**src/rtl/led_serial_rx_pkg.sv**
```systemverilog
// Shared constants and FSM encoding for the LED serial receiver.
package led_serial_rx_pkg;

  localparam int DEF_WIDTH       = 16;
  localparam int DEF_SYNC_STAGES = 2;

  // IDLE: nothing shifted, SHIFT: partial frame, FULL: exactly one frame,
  // OVER: more rises than a frame holds.
  typedef enum logic [1:0] {
    ST_IDLE  = 2'd0,
    ST_SHIFT = 2'd1,
    ST_FULL  = 2'd2,
    ST_OVER  = 2'd3
  } rx_state_e;

endpackage

```
**src/rtl/led_serial_rx_if.sv**
```systemverilog
// Bundle of the serial LED link plus the receiver's frame outputs.
interface led_serial_rx_if
  import led_serial_rx_pkg::*;
#(
  parameter int WIDTH = DEF_WIDTH
);
  logic                         led_clk;
  logic                         led_do;
  logic                         led_clr;
  logic                         led_pen;
  logic [WIDTH-1:0]             data_out;
  logic                         data_valid;
  logic                         frame_err;
  logic [$clog2(WIDTH+1)-1:0]   bit_cnt;

  // Transmitter side: drives the serial link, observes the receiver.
  modport master (
    output led_clk, led_do, led_clr, led_pen,
    input  data_out, data_valid, frame_err, bit_cnt
  );

  // Receiver side.
  modport slave (
    input  led_clk, led_do, led_clr, led_pen,
    output data_out, data_valid, frame_err, bit_cnt
  );
endinterface

```
**src/rtl/led_serial_rx_sync_edge.sv**
```systemverilog
// Multi-flop synchronizer with a registered rising-edge detector.
// The rise output is suppressed until the chain and the history flop hold
// real post-reset samples, so a level that was already high during reset
// never looks like a fresh edge after release.
module sync_edge
  import led_serial_rx_pkg::*;
#(
  parameter int STAGES = DEF_SYNC_STAGES
) (
  input  logic clk,
  input  logic reset,
  input  logic d_i,
  output logic sync_o,
  output logic rise_o
);

  logic [STAGES-1:0] sync_q;
  logic [STAGES:0]   fill_q;
  logic              prev_q;
  logic              rise_q;

  // Synchronizer chain, edge history and registered rise pulse.
  always_ff @(posedge clk or posedge reset) begin
    if (reset) begin
      sync_q <= '0;
      fill_q <= '0;
      prev_q <= 1'b0;
      rise_q <= 1'b0;
    end else begin
      sync_q <= {sync_q[STAGES-2:0], d_i};
      fill_q <= {fill_q[STAGES-1:0], 1'b1};
      prev_q <= sync_q[STAGES-1];
      rise_q <= sync_q[STAGES-1] & ~prev_q & fill_q[STAGES];
    end
  end

  assign sync_o = sync_q[STAGES-1];
  assign rise_o = rise_q;

endmodule

```
**src/rtl/led_serial_rx.sv**
```systemverilog
// Receiver for a clocked serial LED frame (shift clock, data, clear, latch).
// All link signals are resynchronized into clk; a frame is accepted only
// when the latch strobe arrives after exactly WIDTH shift clocks.
module led_serial_rx
  import led_serial_rx_pkg::*;
#(
  parameter int WIDTH       = DEF_WIDTH,
  parameter int SYNC_STAGES = DEF_SYNC_STAGES
) (
  input  logic            clk,
  input  logic            reset,
  led_serial_rx_if.slave  bus
);

  localparam int CNT_W = $clog2(WIDTH + 1);
  localparam logic [CNT_W-1:0] CNT_FULL = CNT_W'(WIDTH);

  logic clk_rise_s, pen_rise_s, do_s, clr_n_s;

  sync_edge #(.STAGES(SYNC_STAGES)) u_sync_clk (
    .clk(clk), .reset(reset), .d_i(bus.led_clk), .sync_o(), .rise_o(clk_rise_s)
  );
  sync_edge #(.STAGES(SYNC_STAGES)) u_sync_pen (
    .clk(clk), .reset(reset), .d_i(bus.led_pen), .sync_o(), .rise_o(pen_rise_s)
  );
  sync_edge #(.STAGES(SYNC_STAGES)) u_sync_do (
    .clk(clk), .reset(reset), .d_i(bus.led_do), .sync_o(do_s), .rise_o()
  );
  sync_edge #(.STAGES(SYNC_STAGES)) u_sync_clr (
    .clk(clk), .reset(reset), .d_i(bus.led_clr), .sync_o(clr_n_s), .rise_o()
  );

  rx_state_e        state_q, state_d;
  logic [WIDTH-1:0] shift_q, shift_d;
  logic [WIDTH-1:0] data_q,  data_d;
  logic [CNT_W-1:0] cnt_q,   cnt_d;
  logic             over_q,  over_d;
  logic             dv_q,    dv_d;
  logic             fe_q,    fe_d;

  // State, shift register, frame output and pulse registers.
  always_ff @(posedge clk or posedge reset) begin
    if (reset) begin
      state_q <= ST_IDLE;
      shift_q <= '0;
      data_q  <= '0;
      cnt_q   <= '0;
      over_q  <= 1'b0;
      dv_q    <= 1'b0;
      fe_q    <= 1'b0;
    end else begin
      state_q <= state_d;
      shift_q <= shift_d;
      data_q  <= data_d;
      cnt_q   <= cnt_d;
      over_q  <= over_d;
      dv_q    <= dv_d;
      fe_q    <= fe_d;
    end
  end

  // Next state: clear wins; otherwise apply the shift first, then judge the
  // latch strobe against the post-shift state and count.
  always_comb begin
    state_d = state_q;
    shift_d = shift_q;
    data_d  = data_q;
    cnt_d   = cnt_q;
    over_d  = over_q;
    dv_d    = 1'b0;
    fe_d    = 1'b0;
    if (!clr_n_s) begin
      state_d = ST_IDLE;
      shift_d = '0;
      cnt_d   = '0;
      over_d  = 1'b0;
    end else begin
      if (clk_rise_s) begin
        shift_d = {shift_q[WIDTH-2:0], do_s};
        case (state_q)
          ST_IDLE, ST_SHIFT: begin
            cnt_d = cnt_q + {{(CNT_W-1){1'b0}}, 1'b1};
            if (cnt_d == CNT_FULL) begin
              state_d = ST_FULL;
            end else begin
              state_d = ST_SHIFT;
            end
          end
          ST_FULL, ST_OVER: begin
            state_d = ST_OVER;
            over_d  = 1'b1;
          end
          default: begin
            state_d = ST_IDLE;
          end
        endcase
      end else begin
        shift_d = shift_q;
      end
      if (pen_rise_s) begin
        if ((state_d == ST_FULL) && !over_d) begin
          data_d = shift_d;
          dv_d   = 1'b1;
        end else begin
          fe_d   = 1'b1;
        end
        state_d = ST_IDLE;
        cnt_d   = '0;
        over_d  = 1'b0;
      end else begin
        data_d = data_q;
      end
    end
  end

  assign bus.data_out   = data_q;
  assign bus.data_valid = dv_q;
  assign bus.frame_err  = fe_q;
  assign bus.bit_cnt    = cnt_q;

endmodule

```
**src/flat_wrapper.sv**
```systemverilog
// flat-port wrapper written by rule: the top's interface ports become plain ports
module led_serial_rx_flat import led_serial_rx_pkg::*;
#(
  parameter int WIDTH       = DEF_WIDTH,
  parameter int SYNC_STAGES = DEF_SYNC_STAGES
)
  (clk, reset, bus_led_clk, bus_led_do, bus_led_clr, bus_led_pen, bus_data_out, bus_data_valid, bus_frame_err, bus_bit_cnt);
  led_serial_rx_if #(.WIDTH(WIDTH)) bus_i ();
  input  logic clk;
  input  logic reset;
  input wire logic [$bits(bus_i.led_clk)-1:0] bus_led_clk;
  input wire logic [$bits(bus_i.led_do)-1:0] bus_led_do;
  input wire logic [$bits(bus_i.led_clr)-1:0] bus_led_clr;
  input wire logic [$bits(bus_i.led_pen)-1:0] bus_led_pen;
  output wire logic [$bits(bus_i.data_out)-1:0] bus_data_out;
  output wire logic [$bits(bus_i.data_valid)-1:0] bus_data_valid;
  output wire logic [$bits(bus_i.frame_err)-1:0] bus_frame_err;
  output wire logic [$bits(bus_i.bit_cnt)-1:0] bus_bit_cnt;
  assign bus_i.led_clk = bus_led_clk;
  assign bus_i.led_do = bus_led_do;
  assign bus_i.led_clr = bus_led_clr;
  assign bus_i.led_pen = bus_led_pen;
  assign bus_data_out = bus_i.data_out;
  assign bus_data_valid = bus_i.data_valid;
  assign bus_frame_err = bus_i.frame_err;
  assign bus_bit_cnt = bus_i.bit_cnt;
  led_serial_rx #(.WIDTH(WIDTH), .SYNC_STAGES(SYNC_STAGES)) u_core (.clk(clk), .reset(reset), .bus(bus_i));
endmodule
```
**config.mk**
```make
export PLATFORM = sky130hd
export DESIGN_NAME = led_serial_rx_flat
export DESIGN_NICKNAME = d
export VERILOG_FILES = /design/src/rtl/led_serial_rx_pkg.sv /design/src/rtl/led_serial_rx_if.sv /design/src/rtl/led_serial_rx_sync_edge.sv /design/src/rtl/led_serial_rx.sv /design/src/flat_wrapper.sv
export SDC_FILE = /design/constraint.sdc
export NUM_CORES = 1
export LEC_CHECK = 0
export ABC_AREA = 1
export CELL_PAD_IN_SITES_DETAIL_PLACEMENT = 1
export CELL_PAD_IN_SITES_GLOBAL_PLACEMENT = 2
export CORE_MARGIN = 2
export CORE_UTILIZATION = 34
export CTS_CLUSTER_SIZE = 25
export DETAILED_ROUTE_END_ITERATION = 6
export PLACE_DENSITY_LB_ADDON = 0.2
export SYNTH_ARGS = -nofsm -noshare
export SYNTH_HDL_FRONTEND = slang
export SYNTH_SLANG_ARGS = --single-unit
```
**constraint.sdc**
```tcl
create_clock -name clk -period 2.3 [get_ports clk]
set_input_delay 0.46 -clock clk [delete_from_list [all_inputs] [get_ports clk]]
set_output_delay 0.46 -clock clk [all_outputs]
set_load 0.02 [all_outputs]
```
After elaboration in Yosys (flattened, before gate mapping) --
Cells that the tools add are included.
Operators by class: $add $sub $neg 1, multipliers 0, divide/modulo/power cells 0, order comparisons 0, equality and inequality tests 7, shifts and indexed selects 0, muxes and demuxes 23, bitwise gates (word level) 6, reduce and logical (&&, ||, !) cells 7
Operator list (number):
- 16-bit two-way mux | 2
- 5-bit two-way mux | 4
- 1-bit two-way mux | 11
- 2-bit two-way mux | 5
- 2-bit equality test, second input constant | 3
- 3-bit by 1-bit != test with 1-bit output, second input constant | 2
- 5-bit by 1-bit adder with 5-bit output, second input constant | 1
- 5-bit equality test, second input constant | 1
- 1-bit bitwise AND | 4
- 2-bit one-hot mux with 2 select lines | 1
- 2-bit OR reduction | 2
- 3-bit AND reduction | 1
- 2-bit by 1-bit equality test with 1-bit output, second input constant | 1
- 2-bit zero test | 1
- 1-bit inverter | 2
- 2-bit AND reduction | 1
- 1-bit logical AND | 1
- 1-bit zero test | 1
Word-level totals: register bits after elaboration 60, latch bits 0, memory bits (writable) 0, bits in read-only memories 0, input port bits 6, output and inout bits 23, word-level logic and storage cells 61, memories 0

Depth between registers and ports, before layout --
Gate-level depths: netlist (run 1).
depth after elaboration 11, gate-level depth with buffers 11, gate-level depth less buffers 10

Modules after synthesis --
Synthesis (run 1) repeated with hierarchy kept, for this count alone.
Second synthesis, totals: cell total of the unflattened synthesis 278, area total of the unflattened synthesis 2727.6 um^2
Modules (own cells, without submodules):
- led_serial_rx | times used 1, cells an instance 234, area an instance 1956.9 um^2, sequential area each 1051.0 um^2
- sync_edge | times used 4, cells an instance 11, area an instance 192.7 um^2, sequential area each 175.2 um^2

Worst setup path before layout (run 1) --
No wires, ideal clock.
path type register to register, start point register u_core.cnt_q[0] (netlist: u_core.bus.bit_cnt[0]), end point register u_core.data_q[0] (netlist: u_core.bus.data_out[0]), setup time 117 ps, arrival time 1759 ps, required time 2183 ps, setup slack 424 ps, stages on the path, launching flop included 10, path buffers 1, period minus slack after synthesis 1876 ps, cells stage by stage dfrtp_1 -> ha_1 -> nand3_1 -> xor2_1 -> nand3_2 -> nand2_4 -> nand4_4 -> buf_6 -> nand2_1 -> nand2_1
On the way: cells in the longest elaborated chain, start to end 9
Ends and longest elaborated chain:
- start: declaration | line led_serial_rx.sv:36 | logic [CNT_W-1:0] cnt_q, cnt_d;
- start signal: assignment | line led_serial_rx.sv:55 | cnt_q <= cnt_d;
- 5-bit by 1-bit adder with 5-bit output | line led_serial_rx.sv:82 | cnt_d = cnt_q + {{(CNT_W-1){1'b0}}, 1'b1};
- 5-bit equality test | line led_serial_rx.sv:83 | if (cnt_d == CNT_FULL) begin
- 2-bit two-way mux | line led_serial_rx.sv:83
- 2-bit one-hot mux with 2 select lines | line led_serial_rx.sv:80 | case (state_q)
- 2-bit two-way mux | line led_serial_rx.sv:78 | if (clk_rise_s) begin
- 2-bit two-way mux | line led_serial_rx.sv:72 | if (!clr_n_s) begin
- 2-bit equality test | line led_serial_rx.sv:101 | if ((state_d == ST_FULL) && !over_d) begin
- 1-bit logical AND | line led_serial_rx.sv:101
- 3-bit AND reduction (no line)
- end signal: assignment | line led_serial_rx.sv:54 | data_q <= data_d;
- end: declaration | line led_serial_rx.sv:35 | logic [WIDTH-1:0] data_q, data_d;
No other way between the ends. The select of a mux whose other input is x is not followed. A chain may end at the register's enable or synchronous reset.

Final worst setup path (run 1) --
Ends and elaborated chain as after synthesis.

==> impl_metrics.py, run 1 <==
metrics = {
    "floorplan": {
        "die_area_um2": 7600,
        "fp.dieH_um": 87.2,
        "num_rows": 30,
        "core-area_um2": 6760,
        "start_util_pct": 34.8,
        "die_x_um": 87.2,
        "io_pins": 29,
    },
    "synth": {
        "yosys.area_share.adder_pct": 1.06,
        "synth_area_per_cell_um2": 9.26,
        "ys.warnings.count": 0,
        "postSynthRegisterBits": 57,
        "syn_nets": 262,
        "synth_flop_cell": "dfrtp_1",
        "yosysTopAreaCell": "dfrtp_1",
        "synth.distinct_cells": 24,
        "synthTopCellsByArea": "dfrtp_1 61%, nand2_1 11%, inv_1 6.2%",
        "seq_area_frac_synth_pct": 60.7,
        "synth-compound-area-share_pct": 5.53,
        "muxShareOfSynthArea_pct": 0,
        "synth-async-reset-ratio_pct": 100,
        "synth_simple_gate_area_share_pct": 22.8,
        "synth_edf_count": 0,
        "synth_top_family_by_area": "simple AND/OR/NAND/NOR gates",
        "synthXorXnorAreaFrac_pct": 0.373,
        "syn_area_um2": 2350,
        "synth.top_cell.area_share_pct": 60.7,
        "postSynthCellCount": 254,
    },
    "hold_path": {
        "hold_class": "reg -> reg",
        "holdPathStages": 0,
        "holdPathEnd": "u_core.u_sync_clk.fill_q[2]",
        "hp-start": "u_core.u_sync_clk.fill_q[1]",
    },
    "global_routing": {
        "grt_pass1_vias": 1581,
        "grt_overflow": 0,
        "grt_max_degree": 58,
        "grt_pass1_wl_um": 7580,
        "antenna_found_initial": 0,
        "grt_util_all_layers_pct": 13.2,
    },
    "cts": {
        "clk_pin_slew_worst_paths_ps": 70,
        "cts_buffer_depth": 2,
        "htree_levels": 3,
        "root_buffer": "clkbuf_8",
        "clkLatencyLatePin_ps": 330,
        "cts_made_buffers": 9,
        "holdBufCountCts": 0,
        "postCtsSetupBuffers": 0,
        "cts_sinks": 57,
        "cts-resized-gates": 0,
        "cts_tree": "built",
    },
    "setup_path": {
        "cp_max_fo": 19,
        "required_ps": 2510,
        "r2r_setup_slack_ps": 250,
        "arrival_ps": 2270,
        "end_kind": "register",
        "r2r-end": "u_core.bus.data_out[0]",
        "r2r_cells": 8,
        "cp-startpoint": "u_core.bus.bit_cnt[0]",
        "start_kind": "register",
        "crit_type": "reg -> reg",
        "r2r-start": "u_core.bus.bit_cnt[0]",
    },
    "run_status": {
        "status": "finished, final reports clean",
    },
    "sta": {
        "setup_viol": 0,
        "drv_slew": 0,
        "max_freq_mhz": 487,
        "skew_ps": 9.80,
        "min_period_ps": 2050,
        "min_period_over_period_pct": 89.3,
        "grt_setup_unrepaired": "no",
        "setup_tns_ps": 0,
        "hold_viol": 0,
    },
    "pwr": {
        "power.switching_mw": 0.517,
        "comb_power_share_pct": 6.9,
        "power_mw": 2.13,
        "p_int_mw": 1.61,
        "swShare_pct": 24.3,
        "peakVddDrop_uv": 364,
        "power.leakage_nw": 1.49,
        "seqPwrFrac_pct": 49.9,
        "clkPwrFrac_pct": 43.2,
        "p_per_area_nw_per_um2": 734,
    },
    "detailed_routing": {
        "drc_errors": 0,
        "vias": 1661,
        "ant_nets": 0,
        "routed_via_density": 4.48,
        "drt_pre_antenna_iters": 4,
        "wirelength_um": 4510,
        "drt_iter0_drc": 78,
        "wl_per_cell_um": 12.2,
    },
    "cells_and_area": {
        "area_growth_pct": 23.5,
        "num_antenna_cells": 0,
        "drive_gt1_share_pct": 11.0,
        "post-route-util_pct": 43.0,
        "nets": 294,
    },
    "place": {
        "dp_hpwl_um": 3090,
        "routabilityCongestion": 0.661,
        "portBuffers": 28,
    },
    "run": {
        "drv_cap": 0,
    },
}
[power groups by stage]
stage	sequential [mW]	combinational, mW	clock [mW]
after detailed placement	1.08	0.152	0
after global placement	1.08	0.151	0
after floorplan	1.09	0.0879	0
final	1.06	0.147	0.921
after CTS	1.06	0.153	0.956
after global routing	1.07	0.169	0.989
[how the worst max path moves through the flow]
| stage | endpoint | slack (ps) | cells after the start |
|---|---|---|---|
| after CTS | u_core.bus.data_out[5] | 240 | 8 |
| after global routing | u_core.bus.data_out[0] | 4 | 8 |
| after global placement | u_core.bus.data_out[9] | 320 | 8 |
| after floorplan | u_core.bus.data_out[0] | 420 | 9 |
| after detailed placement | u_core.bus.data_out[5] | 260 | 8 |
| final | u_core.bus.data_out[0] | 250 | 8 |
[metal layers]
| layer | routed length [um] | vias up | share of wire (%) | GRT usage (%) |
|---|---|---|---|---|
| li1 | - | 848 | - | - |
| met1 | 2400 | 770 | 53 | 19.0 |
| met2 | 1820 | 33 | 40 | 17.4 |
| met3 | 157 | 10 | 3.5 | 3.22 |
| met4 | 133 | 0 | 2.9 | 8.39 |
| met5 | 0 | - | 0 | 0 |
[final cells by class]
cell class | instances | area, um2
repair buffers | 30 | 308
flip-flops and latches | 57 | 1430
clock buffers | 11 | 141
multi-input cells | 143 | 703
clock inverters | 5 | 55.1
fillers | 791 | 3850
well taps | 80 | 100
inverters | 45 | 169
[through the flow]
stage,setup slack (ps),cell area (um2),instances,hold slack [ps]
2_1_floorplan,424,2350,254,331
3_3_place_gp,323,2710,355,331
6_report,247,2900,371,350
5_1_grt,3.81,2900,371,356
3_5_place_dp,256,2710,355,337
4_1_cts,241,2900,371,353
[cell families (layout without fill, tap and decap cells)]
family	count (synthesis)	after routing
AO/OA/AOI/OAI	23	23
buffers and inverters	54	91
AND/OR/NAND/NOR	116	116
other	1	1
XOR/XNOR	1	1
adder cells (fa/ha/maj)	2	2
flip-flops	57	57
[critical path, cell delays in order (launching register included)]
cell	delay, ps
dfrtp_1	450
ha_1	250
nand3_1	100
xor2_1	290
nand3_2	150
nand2_4	200
nand4_4	280
nand2_1	150
nand2_1	50
[registers in the layout, summed over array words and instances (netlist names)]
register / cells
u_core.state_q: 2
u_core.u_sync_pen.sync_q: 2
u_core.u_sync_pen.prev_q: 1
u_core.u_sync_clk.fill_q: 3
u_core.bus.bit_cnt: 5
u_core.bus.frame_err: 1
u_core.u_sync_clk.prev_q: 1
u_core.over_q: 1
u_core.u_sync_pen.rise_o: 1
u_core.u_sync_clk.sync_q: 2
u_core.u_sync_clr.sync_q: 2
u_core.bus.data_out: 16
u_core.shift_q: 16
u_core.bus.data_valid: 1
u_core.u_sync_clk.rise_o: 1
u_core.u_sync_do.sync_q: 2
[cells in the mapped netlist (2+ instances only)]
| cell type | instances |
|---|---|
| nand2_1 | 66 |
| dfrtp_1 | 57 |
| inv_1 | 39 |
| nor2_1 | 23 |
| nand4_1 | 17 |
| o21ai_0 | 14 |
| inv_2 | 6 |
| o21ai_1 | 5 |
| buf_2 | 3 |
| nand3_1 | 3 |
| nand3_2 | 3 |
| a21oi_1 | 2 |
| buf_1 | 2 |
| buf_6 | 2 |
| clkbuf_1 | 2 |
| ha_1 | 2 |
[cell usage in the layout, fill, tap and decap left out, drive strengths merged]
cell type / Yosys / routed
nand2: 67 / 67
dfrtp: 57 / 57
inv: 45 / 45
clkdlybuf4s50: 0 / 28
nor2: 24 / 24
o21ai: 19 / 19
nand4: 18 / 18
clkbuf: 2 / 11
nand3: 6 / 6
a21oi: 4 / 4
ha: 2 / 2
clkinv: 0 / 2
clkinvlp: 0 / 2
buf: 7 / 2
xor2: 1 / 1
or2: 1 / 1
bufinv: 0 / 1
conb: 1 / 1
No activity file was read; power rests on OpenSTA's default activity.
==> run 2, diff against run 1 <==
--- a/config.mk
+++ b/config.mk
@@ -6,10 +6,9 @@
 export NUM_CORES = 1
 export LEC_CHECK = 0
 export ABC_AREA = 1
-export CELL_PAD_IN_SITES_DETAIL_PLACEMENT = 1
-export CELL_PAD_IN_SITES_GLOBAL_PLACEMENT = 2
-export CORE_MARGIN = 2
-export CORE_UTILIZATION = 34
+export CELL_PAD_IN_SITES_DETAIL_PLACEMENT = 0
+export CELL_PAD_IN_SITES_GLOBAL_PLACEMENT = 1
+export CORE_UTILIZATION = 42
 export CTS_CLUSTER_SIZE = 25
 export DETAILED_ROUTE_END_ITERATION = 6
 export PLACE_DENSITY_LB_ADDON = 0.2
==> impl_metrics.py, run 2 (synthesis results as in run 1) <==
metrics = {
    "detailed_routing": {
        "drt_pre_antenna_iters": 4,
        "wl_per_cell_um": 11.1,
        "drt_iter0_drc": 75,
        "vias": 1670,
        "routed_via_density": 4.63,
        "drc_errors": 0,
        "wirelength_um": 4010,
        "ant_nets": 0,
    },
    "place": {
        "dp_hpwl_um": 2610,
        "portBuffers": 28,
        "routabilityCongestion": 0.730,
        "dpl-instance-area_um2": 2690,
    },
    "sta": {
        "setup_tns_ps": 0,
        "setup_viol": 0,
        "min_period_ps": 2000,
        "max_freq_mhz": 501,
        "drv_slew": 0,
        "min_period_over_period_pct": 86.8,
        "hold_viol": 0,
        "grt_setup_unrepaired": "no",
        "skew_ps": 11.7,
    },
    "floorplan": {
        "die_area_um2": 5900,
        "die_x_um": 76.8,
        "fp.dieH_um": 76.8,
        "num_rows": 26,
        "start_util_pct": 44.9,
        "core-area_um2": 5240,
        "io_pins": 29,
    },
    "cts": {
        "cts-resized-gates": 0,
        "cts_sinks": 57,
        "postCtsSetupBuffers": 0,
        "cts_made_buffers": 9,
        "holdBufCountCts": 0,
        "htree_levels": 3,
        "clk_pin_slew_worst_paths_ps": 70,
        "cts_tree": "built",
        "root_buffer": "clkbuf_8",
        "cts_buffer_depth": 2,
        "clkLatencyLatePin_ps": 340,
    },
    "cells_and_area": {
        "final_common_cell": "nand2_1",
        "seqCellArea_um2": 1430,
        "mostFrequentLayoutCells": "66 x nand2_1, 57 x dfrtp_1, 38 x inv_1",
        "drive_gt1_share_pct": 11.7,
        "num_antenna_cells": 0,
        "area_growth_pct": 25.2,
        "multi_input_area_um2": 711,
        "nets": 294,
        "postLayoutCellArea_um2": 2940,
        "fill_cells": 473,
    },
    "setup_path": {
        "required_ps": 2530,
        "slowest_delay_ps": 450,
        "start_kind": "register",
        "crit_type": "reg -> reg",
        "path_buf_inv": 0,
        "arrival_ps": 2230,
        "path_cells": "ha_1 > nand3_1 > xor2_2 > nand3_2 > nand2_4 > nand4_4 > nand2_1 > nand2_1",
        "cp_max_fo": 19,
        "r2r_setup_slack_ps": 300,
        "slowest_stage": "dfrtp_1",
        "cpLargestDelayFamily": "simple AND/OR/NAND/NOR gates",
        "critPathMostFrequentCell": "nand2_1",
        "end_kind": "register",
    },
    "run": {
        "drv_cap": 0,
    },
    "global_routing": {
        "grt_pass1_vias": 1530,
        "grt_overflow": 0,
        "grt_pass1_wl_um": 7070,
        "grt_max_degree": 58,
        "grt_util_all_layers_pct": 15.9,
        "antenna_found_initial": 0,
    },
    "pwr": {
        "power_mw": 2.35,
        "peakVddDrop_uv": 447,
        "p_per_area_nw_per_um2": 798,
        "power.leakage_nw": 1.51,
    },
    "hold_path": {
        "hold_class": "reg -> reg",
    },
    "run_status": {
        "status": "finished, final reports clean",
    },
}
## run 2: cell count changes in the layout (fill, tap and decap cells not counted), sizes merged
cell	change
bufinv	+2
clkbuf	-2
## run 2: layer usage
metal	share of wire, %	track usage (%)	vias to the layer above
met1	53	22.1	779
li1	-	-	854
met2	41	21.4	29
met4	2.2	8.65	0
met5	0	0	-
met3	4.0	5.71	8
## run 2: worst paths after layout
check                                                 from                          end  cells past startpoint
min in group asynchronous                            reset  u_core.u_sync_clk.sync_q[0]                      3
worst max-delay path                 u_core.bus.bit_cnt[0]      u_core.bus.data_out[13]                      8
worst min register to register  u_core.u_sync_do.sync_q[0]   u_core.u_sync_do.sync_q[1]                      0
worst min-delay path            u_core.u_sync_do.sync_q[0]   u_core.u_sync_do.sync_q[1]                      0
max in group asynchronous                            reset       u_core.bus.data_out[5]                      3
worst max register to register       u_core.bus.bit_cnt[0]      u_core.bus.data_out[13]                      8
## run 2: layout make-up
cell class | instances | area share [%]
sequential | 57 | 48.4
multi-input combinational | 143 | 24.1
timing repair buffer | 30 | 10.5
inverter | 45 | 5.74
clock buffer | 9 | 4.21
clock inverter | 7 | 4.04
tap | 70 | 2.97
## run 2: metrics by stage
stage	cells	util (%)	hold slack, ps	setup slack [ps]
after global placement	345	51.4	332	327
after detailed placement	345	51.4	335	246
after floorplan	254	-	331	424
after CTS	361	56.1	351	218
after global routing	361	56.2	356	87.6
final	361	56.2	351	303
## run 2: power by group
part / internal [mW] / total, mW / switching (mW) / leakage (nW)
registers: 1.04 / 1.06 / 0.0245 / 0.758
clock network: 0.718 / 1.14 / 0.423 / 0.115
logic: 0.0514 / 0.145 / 0.0937 / 0.638
total: 1.81 / 2.35 / 0.542 / 1.51
